$ cat config.mk
export PLATFORM = sky130hd
export DESIGN_NAME = pio_out_shifter
export DESIGN_NICKNAME = d
export VERILOG_FILES = /design/src/rtl/pio_out_shifter.sv
export SDC_FILE = /design/constraint.sdc
export NUM_CORES = 1
export LEC_CHECK = 0
export ABC_CLOCK_PERIOD_IN_PS = 5850
export CAP_MARGIN = 30
export CORE_MARGIN = 3
export CORE_UTILIZATION = 30
export CTS_BUF_LIST = sky130_fd_sc_hd__clkbuf_8 sky130_fd_sc_hd__clkbuf_16
export DETAILED_ROUTE_END_ITERATION = 16
export GPL_ROUTABILITY_DRIVEN = 0
export MAX_ROUTING_LAYER = met4
export PLACE_DENSITY_LB_ADDON = 0.15
export SLEW_MARGIN = 10
export SYNTH_ARGS = -nofsm -noshare
export SYNTH_HDL_FRONTEND = slang
export SYNTH_SLANG_ARGS = --single-unit
$ cat constraint.sdc
create_clock -name clk -period 5.85 [get_ports clk]
set_input_delay 0.8775 -clock clk [delete_from_list [all_inputs] [get_ports clk]]
set_output_delay 0.8775 -clock clk [all_outputs]
set_load 0.05 [all_outputs]
$ cat src/rtl/pio_out_shifter.sv
// Output shift register for the PIO machine: OUT shifting, autopull refill,
// explicit PULL and MOV-to-OSR, with the pull/stall decision made locally.
module pio_out_shifter #(
    parameter int W  = 32,
    parameter int CW = $clog2(W) + 1
) (
    input  logic          clk,
    input  logic          reset,
    input  logic          restart,
    input  logic          en,
    input  logic          shift_dir,
    input  logic          autopull,
    input  logic [CW-1:0] pull_thresh,
    input  logic          out_req,
    input  logic [CW-1:0] out_count,
    input  logic          pull_req,
    input  logic          pull_block,
    input  logic          pull_ifempty,
    input  logic [W-1:0]  x_in,
    input  logic          mov_set,
    input  logic [W-1:0]  mov_data,
    input  logic          fifo_valid,
    input  logic [W-1:0]  fifo_data,
    output logic          fifo_ready,
    output logic [W-1:0]  out_data,
    output logic          out_done,
    output logic          stall,
    output logic [W-1:0]  osr,
    output logic [CW-1:0] shift_count,
    output logic          osr_empty
);

    localparam logic [CW-1:0] W_CNT = CW'(W);
    localparam logic [W-1:0]  ONES  = '1;

    logic [W-1:0]  osr_q, osr_d;
    logic [CW-1:0] cnt_q, cnt_d;
    logic [CW-1:0] thr, n, left_amt;
    logic [CW:0]   cnt_sum;
    logic [CW-1:0] cnt_sat;
    logic [W-1:0]  out_mask;
    logic          active, do_mov, do_pull, do_out;
    logic          refill, pull_skip;

    // Requests are only honoured on an enabled tick outside reset/restart,
    // which also keeps fifo_ready low while the machine is being reset.
    assign active  = en && !reset && !restart;
    assign do_mov  = active && mov_set;
    assign do_pull = active && !mov_set && pull_req;
    assign do_out  = active && !mov_set && !pull_req && out_req;

    assign thr       = (pull_thresh == '0) ? W_CNT : pull_thresh;
    assign n         = (out_count == '0) ? W_CNT : out_count;
    assign left_amt  = W_CNT - n;
    assign out_mask  = ~(ONES << n);
    assign osr_empty = (cnt_q >= thr);
    assign refill    = autopull && osr_empty;
    assign pull_skip = pull_ifempty && !osr_empty;

    // Count saturates at W so repeated OUTs on an empty OSR stay "empty".
    assign cnt_sum = {1'b0, cnt_q} + {1'b0, n};
    assign cnt_sat = (cnt_sum > {1'b0, W_CNT}) ? W_CNT : cnt_sum[CW-1:0];

    always_comb begin
        fifo_ready = 1'b0;
        out_data   = '0;
        out_done   = 1'b0;
        stall      = 1'b0;
        osr_d      = osr_q;
        cnt_d      = cnt_q;
        if (do_mov) begin
            osr_d    = mov_data;
            cnt_d    = '0;
            out_done = 1'b1;
        end else if (do_pull) begin
            if (pull_skip) begin
                out_done = 1'b1;
            end else if (fifo_valid) begin
                fifo_ready = 1'b1;
                osr_d      = fifo_data;
                cnt_d      = '0;
                out_done   = 1'b1;
            end else if (pull_block) begin
                stall = 1'b1;
            end else begin
                osr_d    = x_in;
                cnt_d    = '0;
                out_done = 1'b1;
            end
        end else if (do_out) begin
            if (refill) begin
                // Refill costs one tick; the OUT itself is retried next tick.
                stall = 1'b1;
                if (fifo_valid) begin
                    fifo_ready = 1'b1;
                    osr_d      = fifo_data;
                    cnt_d      = '0;
                end
            end else begin
                if (shift_dir) begin
                    out_data = osr_q & out_mask;
                    osr_d    = osr_q >> n;
                end else begin
                    out_data = osr_q >> left_amt;
                    osr_d    = osr_q << n;
                end
                cnt_d    = cnt_sat;
                out_done = 1'b1;
            end
        end
    end

    always_ff @(posedge clk) begin
        if (reset || restart) begin
            osr_q <= '0;
            cnt_q <= W_CNT;
        end else if (en) begin
            osr_q <= osr_d;
            cnt_q <= cnt_d;
        end
    end

    assign osr         = osr_q;
    assign shift_count = cnt_q;

endmodule

Yosys cells after proc, flatten, opt, wreduce, memory -nomap -nowiden
Index checks and enable logic that the tools add are counted.
{ "totals": {"reg_bits": 38, "input_bits": 120, "out_inout_bits": 74, "wordCells": 79} }
{ "op_classes": {"n_addsub": 2, "magnitude_cmp": 2, "eq_ne": 3, "shift": 4, "muxes": 45, "bitwise_logic": 2, "reduce_logical": 19} }
{ "op_table": {"columns": ["op", "n"], "rows": [
  ["$mux W32", 14],
  ["$mux W6", 11],
  ["$shr A32 B6 Y32", 2],
  ["$and A32 B32 Y32", 1],
  ["$not A32 Y32", 1],
  ["$shl A32 B6 Y32", 1],
  ["$shl A32 B6 Y32 const A", 1],
  ["$mux W1", 20],
  ["$logic_not A6 Y1", 2],
  ["$logic_and A1 B1 Y1", 9],
  ["$ne A4 B4 Y1 const B", 2],
  ["$add A6 B6 Y7", 1],
  ["$gt A7 B6 Y1 const B", 1],
  ["$ge A6 B6 Y1", 1],
  ["$sub A6 B6 Y6 const A", 1],
  ["$logic_not A1 Y1", 5],
  ["$reduce_and A5 Y1", 1],
  ["$ne A3 B3 Y1 const B", 1],
  ["$reduce_bool A3 Y1", 1],
  ["$logic_or A1 B1 Y1", 1]
]} }

Longest topological paths before layout
{ "depth": {"depth_word": 10, "ltp_mapped": 17, "mapped_depth_nobuf": 14} }

Worst setup path after synthesis
Ideal clock, no wire load.
{ "synth_path": {"path_type": "input-to-output", "startpoint": "input out_count[2]", "endpoint": "output out_data[31]", "t_arrival_ps": 5449, "t_required_ps": 4973, "slack_ps": -477, "stages": 16, "n_path_buf": 9, "path_cell_list": "buf_2 clkbuf_1 inv_1 clkbuf_1 clkbuf_1 buf_1 ha_1 clkbuf_1 buf_1 clkbuf_1 clkbuf_1 nor2_1 nand3_1 nor3_1 a21oi_1 nor4_1"} }
{ "synth_between": {"elab_chain_cells": 10, "word_cells_on_any_way": 12, "classes_between": "add/sub: 1; shift: 2; mux: 6; bitwise: 2; reduce/logical: 1"} }
{ "synth_rtl": {"columns": ["item", "line_no", "text"], "rows": [
  ["start, declared", "15", "input logic [CW-1:0] out_count,"],
  ["$logic_not A6 Y1", "53", "assign n = (out_count == '0) ? W_CNT : out_count;"],
  ["$mux W6 (*)", "53", null],
  ["branches (longest 3 deep; another with $sub A6 B6 Y6)", null, null],
  ["$mux W32 (*)", "100", "if (shift_dir) begin"],
  ["$mux W32 (*)", "91", "if (refill) begin"],
  ["$mux W32 (*)", "90", "end else if (do_out) begin"],
  ["$mux W32 (*)", "75", "end else if (do_pull) begin"],
  ["$mux W32 (*)", "71", "if (do_mov) begin"],
  ["end, declared", "25", "output logic [W-1:0] out_data,"]
]} }
Mark *: on every way between the ends.

Worst setup path in the final report
{ "layout_path": {"startpoint": "input pull_thresh[4]", "endpoint": "output out_data[9]"} }
{ "layout_between": {"elab_chain_cells": 8} }
{ "layout_rtl": {"columns": ["item", "line_no", "text"], "rows": [
  ["start, declared", "13", "input logic [CW-1:0] pull_thresh,"],
  ["$logic_not A6 Y1", "52", "assign thr = (pull_thresh == '0) ? W_CNT : pull_thresh;"],
  ["$mux W6 (*)", "52", null],
  ["$ge A6 B6 Y1 (*)", "56", "assign osr_empty = (cnt_q >= thr);"],
  ["$logic_and A1 B1 Y1 (*)", "57", "assign refill = autopull && osr_empty;"],
  ["$mux W32 (*)", "91", null],
  ["$mux W32 (*)", "90", null],
  ["$mux W32 (*)", "75", null],
  ["$mux W32 (*)", "71", null]
]} }
Every way passes the cells marked *; elsewhere a longest branch is shown, timed or not.

==> impl_metrics.ini <==
[synth]
synth_seq_area_share_pct = 7.637
synth_edf_count = 0
synthSimpleGateAreaFrac_pct = 22.71
synth_top_family_by_area = compound AO/OA/AOI/OAI gates
synth_cell_type_count = 86
ys_ff_latch = 38
synth_compound_area_share_pct = 39.88
synth-xor-area-share_pct = 0.4396
synth.mux.area_fraction_pct = 18.92
synth-adder-area-share_pct = 2.211
syn_area_um2 = 9961
synth_top_flop_cell = dfxtp_1
synth.largest_area_cell = mux2i_1
yosys-top-cells-area = mux2i_1 (11%), dfxtp_1 (7.6%), mux4_2 (5.4%)
async_flop_share_pct = 0
avgSynthCellArea_um2 = 6.922
syn_inst = 1439
ys_warn_count = 0
post-synth-top-area-fraction_pct = 10.95
syn-num-nets = 1576

[clocking]
post-cts-setup-buffers = 0
insertion_delay_ns = 0.31
path_clk_slew_ns = 0.06
htreeDepth = 2
cts_tree = yes
ctsResizeCount = 0
clockBufferDepth = 2
cts_root_buffer = clkbuf_16
cts_buffers = 5
cts_hold_buffers = 0
cts.sinks = 38

[critical_path]
path_class = input pin to output port
rr_startpoint = osr[24]
crit_arrival_ns = 4.53
critPathMaxFanout = 8
cp-start-kind = input pin
path_common_cell = nor4_1
max_stage_delay_ns = 0.52
worstPathRequired_ns = 4.97
cp-end-kind = output port
slowest_stage = nor4_2
worstPathCellList = clkdlybuf4s50_1 > nor4_1 > a21oi_1 > ha_1 > nor4_1 > o21ai_1 > and3_1 > nor4_2 > nand3_1 > o31a_1 > o31ai_2 > buf_12
startpoint = pull_thresh[4]

[timing]
max_freq_mhz = 184.8
rsz0062_at_grt = false
hold_violations = 0
setup_viol = 0
fin_crit_sh_pct = 92.48
tightest_slew_ns = 1.029
final_max_slew_viol_count = 0
whs_ns = 0.5740
clock_skew_ns = 0.007519
slew_headroom_pct = 30.96
final.min_clock_period_ns = 5.410
fin_setup_tns_ns = 0

[flow_run]
maxCapViolCount = 0

[global_routing]
grt.total_usage_pct = 34.38
grt_max_degree = 78
overflow = 0
grt_pass1_vias = 13300
antenna_found_initial = 1
grt_pass1_wl_mm = 90.04

[route]
drc = 0
routed_wl_mm = 62.17
viasPerCell = 7.044
ant_nets = 0
wl_per_cell_um = 31.12
drt_pass1_iterations = 8
drt_iter0_drc = 2585
vias = 14070

[final_layout]
final_cells = 1998
fillers = 3435
final_common_cell = clkdlybuf4s50_1
fin_nets = 1691
syn_to_final_growth_pct = 30.05
fin_util_pct = 39.71
final-seq-area_um2 = 760.7
final_cell_mix = clkdlybuf4s50_1 (155), nand2_1 (130), mux2i_1 (109)
multi_input_area_um2 = 8494
drive_gt1_share_pct = 14.02

[run_status]
status = finished clean

[worst_hold_path]
worstHoldStart = shift_count[4]
hp-class = register to register

[floorplan]
io_pins = 194
initial_core_util_pct = 30.54
rows = 66
die_w_um = 188.2
core_um2 = 32620
chipHeight_um = 188.2
die_area_um2 = 35420

[power_and_ir_drop]
seqPwrFrac_pct = 18.6
switching_share_pct = 46.32
power_density_nw_per_um2 = 122.8
combPwrFrac_pct = 56.5
clkPwrFrac_pct = 24.9
power.leakage_nw = 4.443
peakVddDrop_mv = 0.1343
switching_power_mw = 0.7369
intPower_mw = 0.8538

[placed_design]
dp_cells = 1987
io_buffers = 193
dpl.hpwl_mm = 46.66
[worst paths after layout]
check	cells past startpoint	slack [ns]	to
max	12	0.44	out_data[9]
min	1	0.57	shift_count[4]
max reg2reg	8	2.53	osr[13]
min reg2reg	1	0.57	shift_count[4]
[routing by layer]
layer,routed length (um),part of all wire [%],up-vias,GRT usage (%)
met2,25720,41,1273,49.31
met4,5079,8.2,0,21.96
met5,0,0,-,-
li1,-,-,5901,-
met3,7836,13,344,8.465
met1,23540,38,6555,43.01
[through the flow]
stage / worst slack (ns) / power, mW / instance area, um^2
after detailed placement: 0.5176 / 1.156 / 12740
after global routing: 0.3328 / 1.636 / 12950
after floorplan: 0.02361 / 0.8054 / 10040
final: 0.4401 / 1.591 / 12950
after global placement: 0.5820 / 1.158 / 12720
after CTS: 0.5053 / 1.552 / 12940
[power groups by stage]
stage	sequential [mW]	combinational, mW	clock [mW]
after floorplan	0.304	0.501	0
after global placement	0.299	0.858	0
after detailed placement	0.299	0.857	0
after CTS	0.293	0.860	0.399
after global routing	0.295	0.934	0.407
final	0.296	0.899	0.396
[worst max-delay path: cells and delay by family]
family	cells	cell delay [ns]
compound gates	4	0.92
fa+ha+maj	1	0.20
simple gates	5	1.92
buf+inv	2	0.60
[sequential cells by signal, indices dropped and copies added, names as in the netlist]
| register | count |
|---|---|
| osr | 32 |
| shift_count | 6 |
[layout make-up]
| type | instances | area share, % |
|---|---|---|
| inverters | 32 | 0.9659 |
| multi-input cells | 1198 | 65.58 |
| clock inverters | 2 | 0.4636 |
| well taps | 442 | 4.269 |
| clock buffers | 6 | 1.072 |
| repair buffers | 279 | 21.76 |
| diodes | 1 | 0.01932 |
| flip-flops and latches | 38 | 5.873 |
[logic make-up after synthesis]
kind of cell	after synthesis
AOI/OAI and AO/OA	568
muxes	151
and+or+nand+nor	457
adders and majority gates	17
buffers and inverters	203
DFF	38
xor gates and xnor gates	5
[cells in the mapped netlist, types with 18 or more instances]
cell and n:
nand2_1 130, o21ai_0 70, buf_1 18, mux2i_1 109, dfxtp_1 38, o211ai_1 29
nand2b_1 39, a32oi_1 18, nor3_1 40, nand3_1 30, a22oi_1 20, nor3b_1 28
a21oi_1 92, a211oi_1 21, o22ai_1 76, mux4_2 24, nor2_1 104, clkbuf_1 137
a31oi_1 55, inv_1 27, a221oi_1 18, o221ai_1 28
No activity file was read; power rests on OpenSTA's default activity.
